`src/rtl/mem_arb_pkg.sv`:
```
// Shared types for the unified-memory arbiter.
// State encoding and requester ids used by mem_arbiter and mem_arb_pick.
package mem_arb_pkg;

    typedef enum logic [1:0] {
        IDLE = 2'd0,
        BUSY = 2'd1,
        RESP = 2'd2
    } state_t;

    typedef enum logic {
        M0 = 1'b0,
        M1 = 1'b1
    } id_t;

endpackage

```
`src/rtl/mem_arb_pick.sv`:
```
// Combinational winner selection between core (m0) and debug (m1).
// A tie goes to the requester that was not granted last.
module mem_arb_pick
    import mem_arb_pkg::*;
(
    input  logic req0,
    input  logic req1,
    input  id_t  last,
    output id_t  winner,
    output logic valid
);

    // Sole requester wins outright; on a tie, the one not granted last wins.
    always_comb begin
        valid  = req0 | req1;
        winner = M0;
        if (req0 && req1) begin
            winner = (last == M1) ? M0 : M1;
        end else if (req1) begin
            winner = M1;
        end
    end

endmodule

```
`src/rtl/mem_arbiter.sv`:
```
// Two-master arbiter in front of a single unified memory port.
// Define MEM_ARB_RR_EN for round-robin ties; default is fixed m0 priority.
module mem_arbiter
    import mem_arb_pkg::*;
#(
    parameter int ADDR_W = 32,
    parameter int DATA_W = 32
)
(
    input  logic              i_clk,
    input  logic              i_reset,
    input  logic              i_m0_req,
    input  logic              i_m0_we,
    input  logic [ADDR_W-1:0] i_m0_addr,
    input  logic [DATA_W-1:0] i_m0_wdata,
    input  logic              i_m1_req,
    input  logic              i_m1_we,
    input  logic [ADDR_W-1:0] i_m1_addr,
    input  logic [DATA_W-1:0] i_m1_wdata,
    output logic              o_m0_done,
    output logic              o_m1_done,
    output logic [DATA_W-1:0] o_rdata,
    output logic              o_mem_req,
    output logic              o_mem_we,
    output logic [ADDR_W-1:0] o_mem_addr,
    output logic [DATA_W-1:0] o_mem_wdata,
    input  logic              i_mem_ack,
    input  logic [DATA_W-1:0] i_mem_rdata
);

    state_t            state;
    state_t            state_next;
    id_t               id_q;
    id_t               last;
    id_t               pick_id;
    logic              pick_valid;
    logic              grant;
    logic              we_q;
    logic [ADDR_W-1:0] addr_q;
    logic [DATA_W-1:0] wdata_q;
    logic [DATA_W-1:0] rdata_q;

    mem_arb_pick u_pick (
        .req0   (i_m0_req),
        .req1   (i_m1_req),
        .last   (last),
        .winner (pick_id),
        .valid  (pick_valid)
    );

    assign grant = (state == IDLE) && pick_valid;

    // State register; reset drops any access in flight without a done.
    always_ff @(posedge i_clk or posedge i_reset) begin
        if (i_reset) begin
            state <= IDLE;
        end else begin
            state <= state_next;
        end
    end

    // Next state: grant from IDLE, wait for ack, one response cycle.
    always_comb begin
        state_next = state;
        unique case (state)
            IDLE:    if (pick_valid) state_next = BUSY;
            BUSY:    if (i_mem_ack) state_next = RESP;
            RESP:    state_next = IDLE;
            default: state_next = IDLE;
        endcase
    end

    // Capture the winner's access fields; held constant until next grant.
    always_ff @(posedge i_clk or posedge i_reset) begin
        if (i_reset) begin
            id_q    <= M0;
            we_q    <= 1'b0;
            addr_q  <= '0;
            wdata_q <= '0;
        end else if (grant) begin
            id_q    <= pick_id;
            we_q    <= (pick_id == M1) ? i_m1_we    : i_m0_we;
            addr_q  <= (pick_id == M1) ? i_m1_addr  : i_m0_addr;
            wdata_q <= (pick_id == M1) ? i_m1_wdata : i_m0_wdata;
        end
    end

    // Read data is taken only on the ack of a read; writes leave it alone.
    always_ff @(posedge i_clk or posedge i_reset) begin
        if (i_reset) begin
            rdata_q <= '0;
        end else if (state == BUSY && i_mem_ack && !we_q) begin
            rdata_q <= i_mem_rdata;
        end
    end

`ifdef MEM_ARB_RR_EN
    // Remember who won last so the next tie goes the other way.
    always_ff @(posedge i_clk or posedge i_reset) begin
        if (i_reset) begin
            last <= M1;
        end else if (grant) begin
            last <= pick_id;
        end
    end
`else
    // Pretending m1 always won last makes every tie go to m0.
    assign last = M1;
`endif

    assign o_mem_req   = (state == BUSY);
    assign o_mem_we    = we_q;
    assign o_mem_addr  = addr_q;
    assign o_mem_wdata = wdata_q;
    assign o_rdata     = rdata_q;
    assign o_m0_done   = (state == RESP) && (id_q == M0);
    assign o_m1_done   = (state == RESP) && (id_q == M1);

endmodule

```
`config.mk`:
```
export PLATFORM = sky130hd
export DESIGN_NAME = mem_arbiter
export DESIGN_NICKNAME = d
export VERILOG_FILES = /design/src/rtl/mem_arb_pkg.sv /design/src/rtl/mem_arb_pick.sv /design/src/rtl/mem_arbiter.sv
export SDC_FILE = /design/constraint.sdc
export NUM_CORES = 1
export LEC_CHECK = 0
export CAP_MARGIN = 25
export CORE_UTILIZATION = 30
export DETAILED_ROUTE_END_ITERATION = 12
export PLACE_DENSITY = 0.71
export RECOVER_POWER = 25
export SETUP_SLACK_MARGIN = 0.02
export SYNTH_ARGS = -nofsm -noshare
export SYNTH_HDL_FRONTEND = slang
export SYNTH_SLANG_ARGS = --single-unit
```
`constraint.sdc`:
```
create_clock -name i_clk -period 2.9 [get_ports i_clk]
set_input_delay 0.29 -clock i_clk [delete_from_list [all_inputs] [get_ports i_clk]]
set_output_delay 0.29 -clock i_clk [all_outputs]
set_load 0.005 [all_outputs]
```
**Word-level counts from Yosys, hierarchy flattened**

Index checks and enable logic that the tools add are counted.

- Bits of input ports: 167
- Flip-flop bits (word level): 100
- Output and inout port bits: 100
- Logic and storage cells: 29

- Reductions and logical operators: 9
- Equality and inequality tests: 4
- Multiplexer cells: 8
- Bitwise gates (word level): 2

Operators by type and width:

| cell | count |
|---|---|
| 2-to-1 mux 32 bit | 2 |
| logical AND 1 bit | 6 |
| 2-to-1 mux 2 bit | 2 |
| case mux 2 bit (2 select lines) | 1 |
| 2-to-1 mux 1 bit | 3 |
| == test 2 x 1 -> 1 bit, second input constant | 1 |
| == test 2 bit, second input constant | 1 |
| zero test 2 bit | 1 |
| inequality test 2 x 1 -> 1 bit, second input constant | 1 |
| inequality test 2 bit, second input constant | 1 |
| AND reduction 2 bit | 1 |
| zero test 1 bit | 1 |
| NOT 1 bit | 1 |
| OR 1 bit | 1 |

**Logic depth before layout (Yosys ltp)**

- Depth in word-level cells: 3
- Mapped depth: 5
- Depth with buffers taken out: 3

**Modules after synthesis**

From an unflattened synthesis, not the netlist that was laid out.

- Cell total of the unflattened synthesis: 293
- Area total of the unflattened synthesis: 4620.7 µm²

Modules (own cells, without submodules):

| module | times used | area each (µm²) | cells an instance | seq. area each (µm²) |
|---|---|---|---|---|
| mem_arbiter | 1 | 4606.9 | 291 | 2502.4 |
| mem_arb_pick | 1 | 13.8 | 2 | 0.0 |

**Worst setup path before layout**

Ideal clock, no wire load.

- Path type: register to register
- Start point: register state[1]
- End point: register rdata_q[11], in the netlist o_rdata[11]
- Setup slack: 1.435 ns
- Arrival: 1.337 ns
- Setup time: 0.128 ns
- Required time: 2.772 ns
- Cell stages (with the launch flop): 6
- Period minus slack after synthesis: 1.465 ns
- Buffers on the path: 2
- Path through: dfrtp_1 > and3b_1 > nor2b_1 > buf_6 > buf_6 > mux2_1

- Cells in the longest elaborated chain, start to end: 3

Ends and longest elaborated chain:

| item | RTL line | source |
|---|---|---|
| start: declaration | mem_arbiter.sv:31 | `state_t state;` |
| start signal: assignment | mem_arbiter.sv:58 | `state <= state_next;` |
| == test 2 x 1 -> 1 bit | mem_arbiter.sv:92 | `end else if (state == BUSY && i_mem_ack && !we_q) begin` |
| logical AND 1 bit (2 in series) | mem_arbiter.sv:92 |  |
| end signal: assignment | mem_arbiter.sv:93 | `rdata_q <= i_mem_rdata;` |
| end: declaration | mem_arbiter.sv:41 | `logic [DATA_W-1:0] rdata_q;` |

No other way between the ends.
A chain may end at the register's enable or synchronous reset.

**Worst setup path in the final report**

- Start point: register state[0]
- End point: register addr_q[2], in the netlist o_mem_addr[2]

- Cells in the longest elaborated chain, start to end: 2

Ends and longest elaborated chain:

| item | RTL line | source |
|---|---|---|
| zero test 2 bit | mem_arbiter.sv:51 | `assign grant = (state == IDLE) && pick_valid;` |
| logical AND 1 bit | mem_arbiter.sv:51 |  |
| end signal: assignment | mem_arbiter.sv:83 | `addr_q <= (pick_id == M1) ? i_m1_addr : i_m0_addr;` |
| end: declaration | mem_arbiter.sv:39 | `logic [ADDR_W-1:0] addr_q;` |

No other way between the ends.

==> metrics.txt <==
worst hold stages=3; Die X=129.8 um; drt pass-1 iters=4; Comb pwr share=47.6%; leakage=around 0.0035 uW; cell taking the most area after synthesis=dfrtp_1; Detailed Place HPWL=10,960 um; Starting Density=30.73%; ranking of synthesized cells by area=dfrtp_1 51%, mux2_4 20%, nand2_1 8.6%; post-cts resize count=0; Non-Filler Instances=895; Core Area=~16,000 um2; share of Yosys cell area claimed by the top area cell type=51.07%; die area=16,850 um2; WS Path Type=flip-flop to flip-flop; Max Cap Violations=0; cells on worst reg2reg path=4; vias in the first global route=4,108; Startpoint Class=flip-flop; post-synthesis sequential area ratio=51.07%; Fmax achieved=534.4 MHz; input/output buffers=266; Final Max Tran Viols=0; Net Sw Frac=between 20% and 30%; Rel. slew slack=18.64%; H-tree Lvls=3; Final Hold Fails=0; r2r endpoint=o_mem_addr[2]; Clock Tree Buf Depth=2; Tcrit/Tclk final=64.52%; mean number of vias per cell=4.474; Sequential Power Share=35.0%; Int Pwr=slightly above 5000 uW; mapped cell area=4900 um2; clock share of power=17.4%; Hold/Removal Path Class=input pin to flip-flop; GRT Overall Usage=16.92%; clk slew on worst S/H paths=70 ps; Avg WL per Cell=~16 um; HP Start=i_m1_req; final-report setup violation count=0; syn_area_per_cell=11.72 um2; most common cell after layout, fill and taps aside=clkdlybuf4s50_1; DRC=0; Worst-Skew Late Latency=340 ps; Cell variety after synth=18; Std-Cell Rows=46; Starting DRT DRC Count=137; worst r2r src=state[0]; Critical Path Fanout Max=29; Worst setup EP type=flip-flop; first-pass GRT wire length=21,670 um; clk_skew=11.05 ps; via count=4,004; CTS tree=done; critical path data arrival time=2090 ps; Final GP Congestion=0.7428; nets=840; hold endpoint=id_q; sw power=roughly 1900 uW; pin count of the biggest net entering global routing=66; dpl cells=878; Area Growth Syn to Fin=64.15%; worst vdd rail ir drop=roughly 0.00035 V; Final min period=1871 ps; #FFs+latches synth=100; CTS buffer count=9; ANT nets after route=0; routed wire length=between 10,000 and 15,000 um; die height=129.8 um; CTS Hold Buffers Added=0; YS warnings=0; unrepaired setup endpoints after global routing=no; setup TNS=0 ps; commonest non-fill, non-tap cells in the layout=263 x clkdlybuf4s50_1, 112 x nand2_1, 100 x dfrtp_1; setup bufs post-CTS=0; worst-margin pin slew=1214 ps; initial antenna violation count=1; status=complete, no violations; share of layout cells above drive strength 1=between 15 and 20%; Worst Path Required=3120 ps; clk root buf=clkbuf_16; Cells after Synth=418; power per cell area=880.9 nW/um2; Top-Level Pins=267; reg2reg setup slack=1030 ps; syn nets=about 590; grt ovf=0; clk sinks=100
[per-layer routing]
metal / global-route usage [%] / part of all wire, % / vias up
li1: - / - / 1923
met1: 19.15 / 41 / 1901
met2: 29.88 / 49 / 166
met4: 5.267 / 1.3 / 0
met3: 5.863 / 9.0 / 14
met5: 0 / 0 / -
[cell usage after synthesis]
cell type,number
a21o_1,1
a21oi_1,2
a22o_1,8
and3b_1,2
buf_2,6
buf_6,10
clkbuf_1,15
dfrtp_1,100
inv_1,2
mux2_1,4
mux2_2,29
mux2_4,65
nand2_1,112
nor2_1,1
nor2b_1,3
nor3b_1,1
o21a_1,1
o21ai_0,56
[per-stage QoR]
stage / hold WS (ps) / cell area [um2] / power, uW / setup WS [ps] / util, %
floorplan: 424.7 / 4903 / 4036 / 1420 / -
global placement: 470.2 / 7737 / 5793 / 814.7 / 48.53
detailed placement: 478.9 / 7737 / 5908 / 782.5 / 48.53
CTS: 290.3 / 8043 / 7184 / 1007 / 50.45
global route: 343.3 / 8043 / 7502 / 885.8 / 50.45
finish: 309.6 / 8043 / 7085 / 1029 / 50.45
[how the worst max path moves through the flow]
stage,startpoint,end,slack [ps],cells after the start
floorplan,i_reset,id_q,1420,1
global placement,i_mem_ack,o_rdata[21],810,5
detailed placement,i_mem_ack,o_rdata[21],780,5
CTS,state[0],o_mem_addr[2],1010,4
global route,state[0],o_mem_addr[2],890,4
finish,state[0],o_mem_addr[2],1030,4
[registers in the layout, indices dropped and copies added (netlist names)]
| register | flops |
|---|---|
| o_mem_addr | 32 |
| o_mem_wdata | 32 |
| o_rdata | 32 |
| state | 2 |
| id_q | 1 |
| o_mem_we | 1 |
[layout make-up]
type	count	area (um2)
diodes	1	2.502
clock buffers	13	260.3
clock inverters	3	45.04
fillers	1394	7900
inverters	2	8.758
multi-input cells	285	2206
flip-flops and latches	100	2502
well taps	216	270.3
repair buffers	275	2748
[power by group through the flow]
stage	combinational [uW]	clock (uW)	sequential, uW
final	3370	1230	2480
after global routing	3600	1340	2570
after CTS	3420	1270	2490
after detailed placement	3410	0	2500
after global placement	3320	0	2470
after floorplan	1550	0	2480
[worst max-delay path, cell delays in order, from the launching register on]
cell and delay, ps:
dfrtp_1 410, nor2_1 220, o21a_4 440, buf_4 340, mux2_4 330
[cell families (layout without fill, tap and decap cells)]
logic type | after synthesis | count (layout) | synth area share (%)
AO/OA/AOI/OAI | 68 | 68 | 7.661
other | 0 | 1 | 0
flip-flops | 100 | 100 | 51.07
buffers and inverters | 33 | 293 | 4.214
AND/OR/NAND/NOR | 119 | 119 | 9.551
multiplexers | 98 | 98 | 27.50
(Power assumes the default switching activity.)
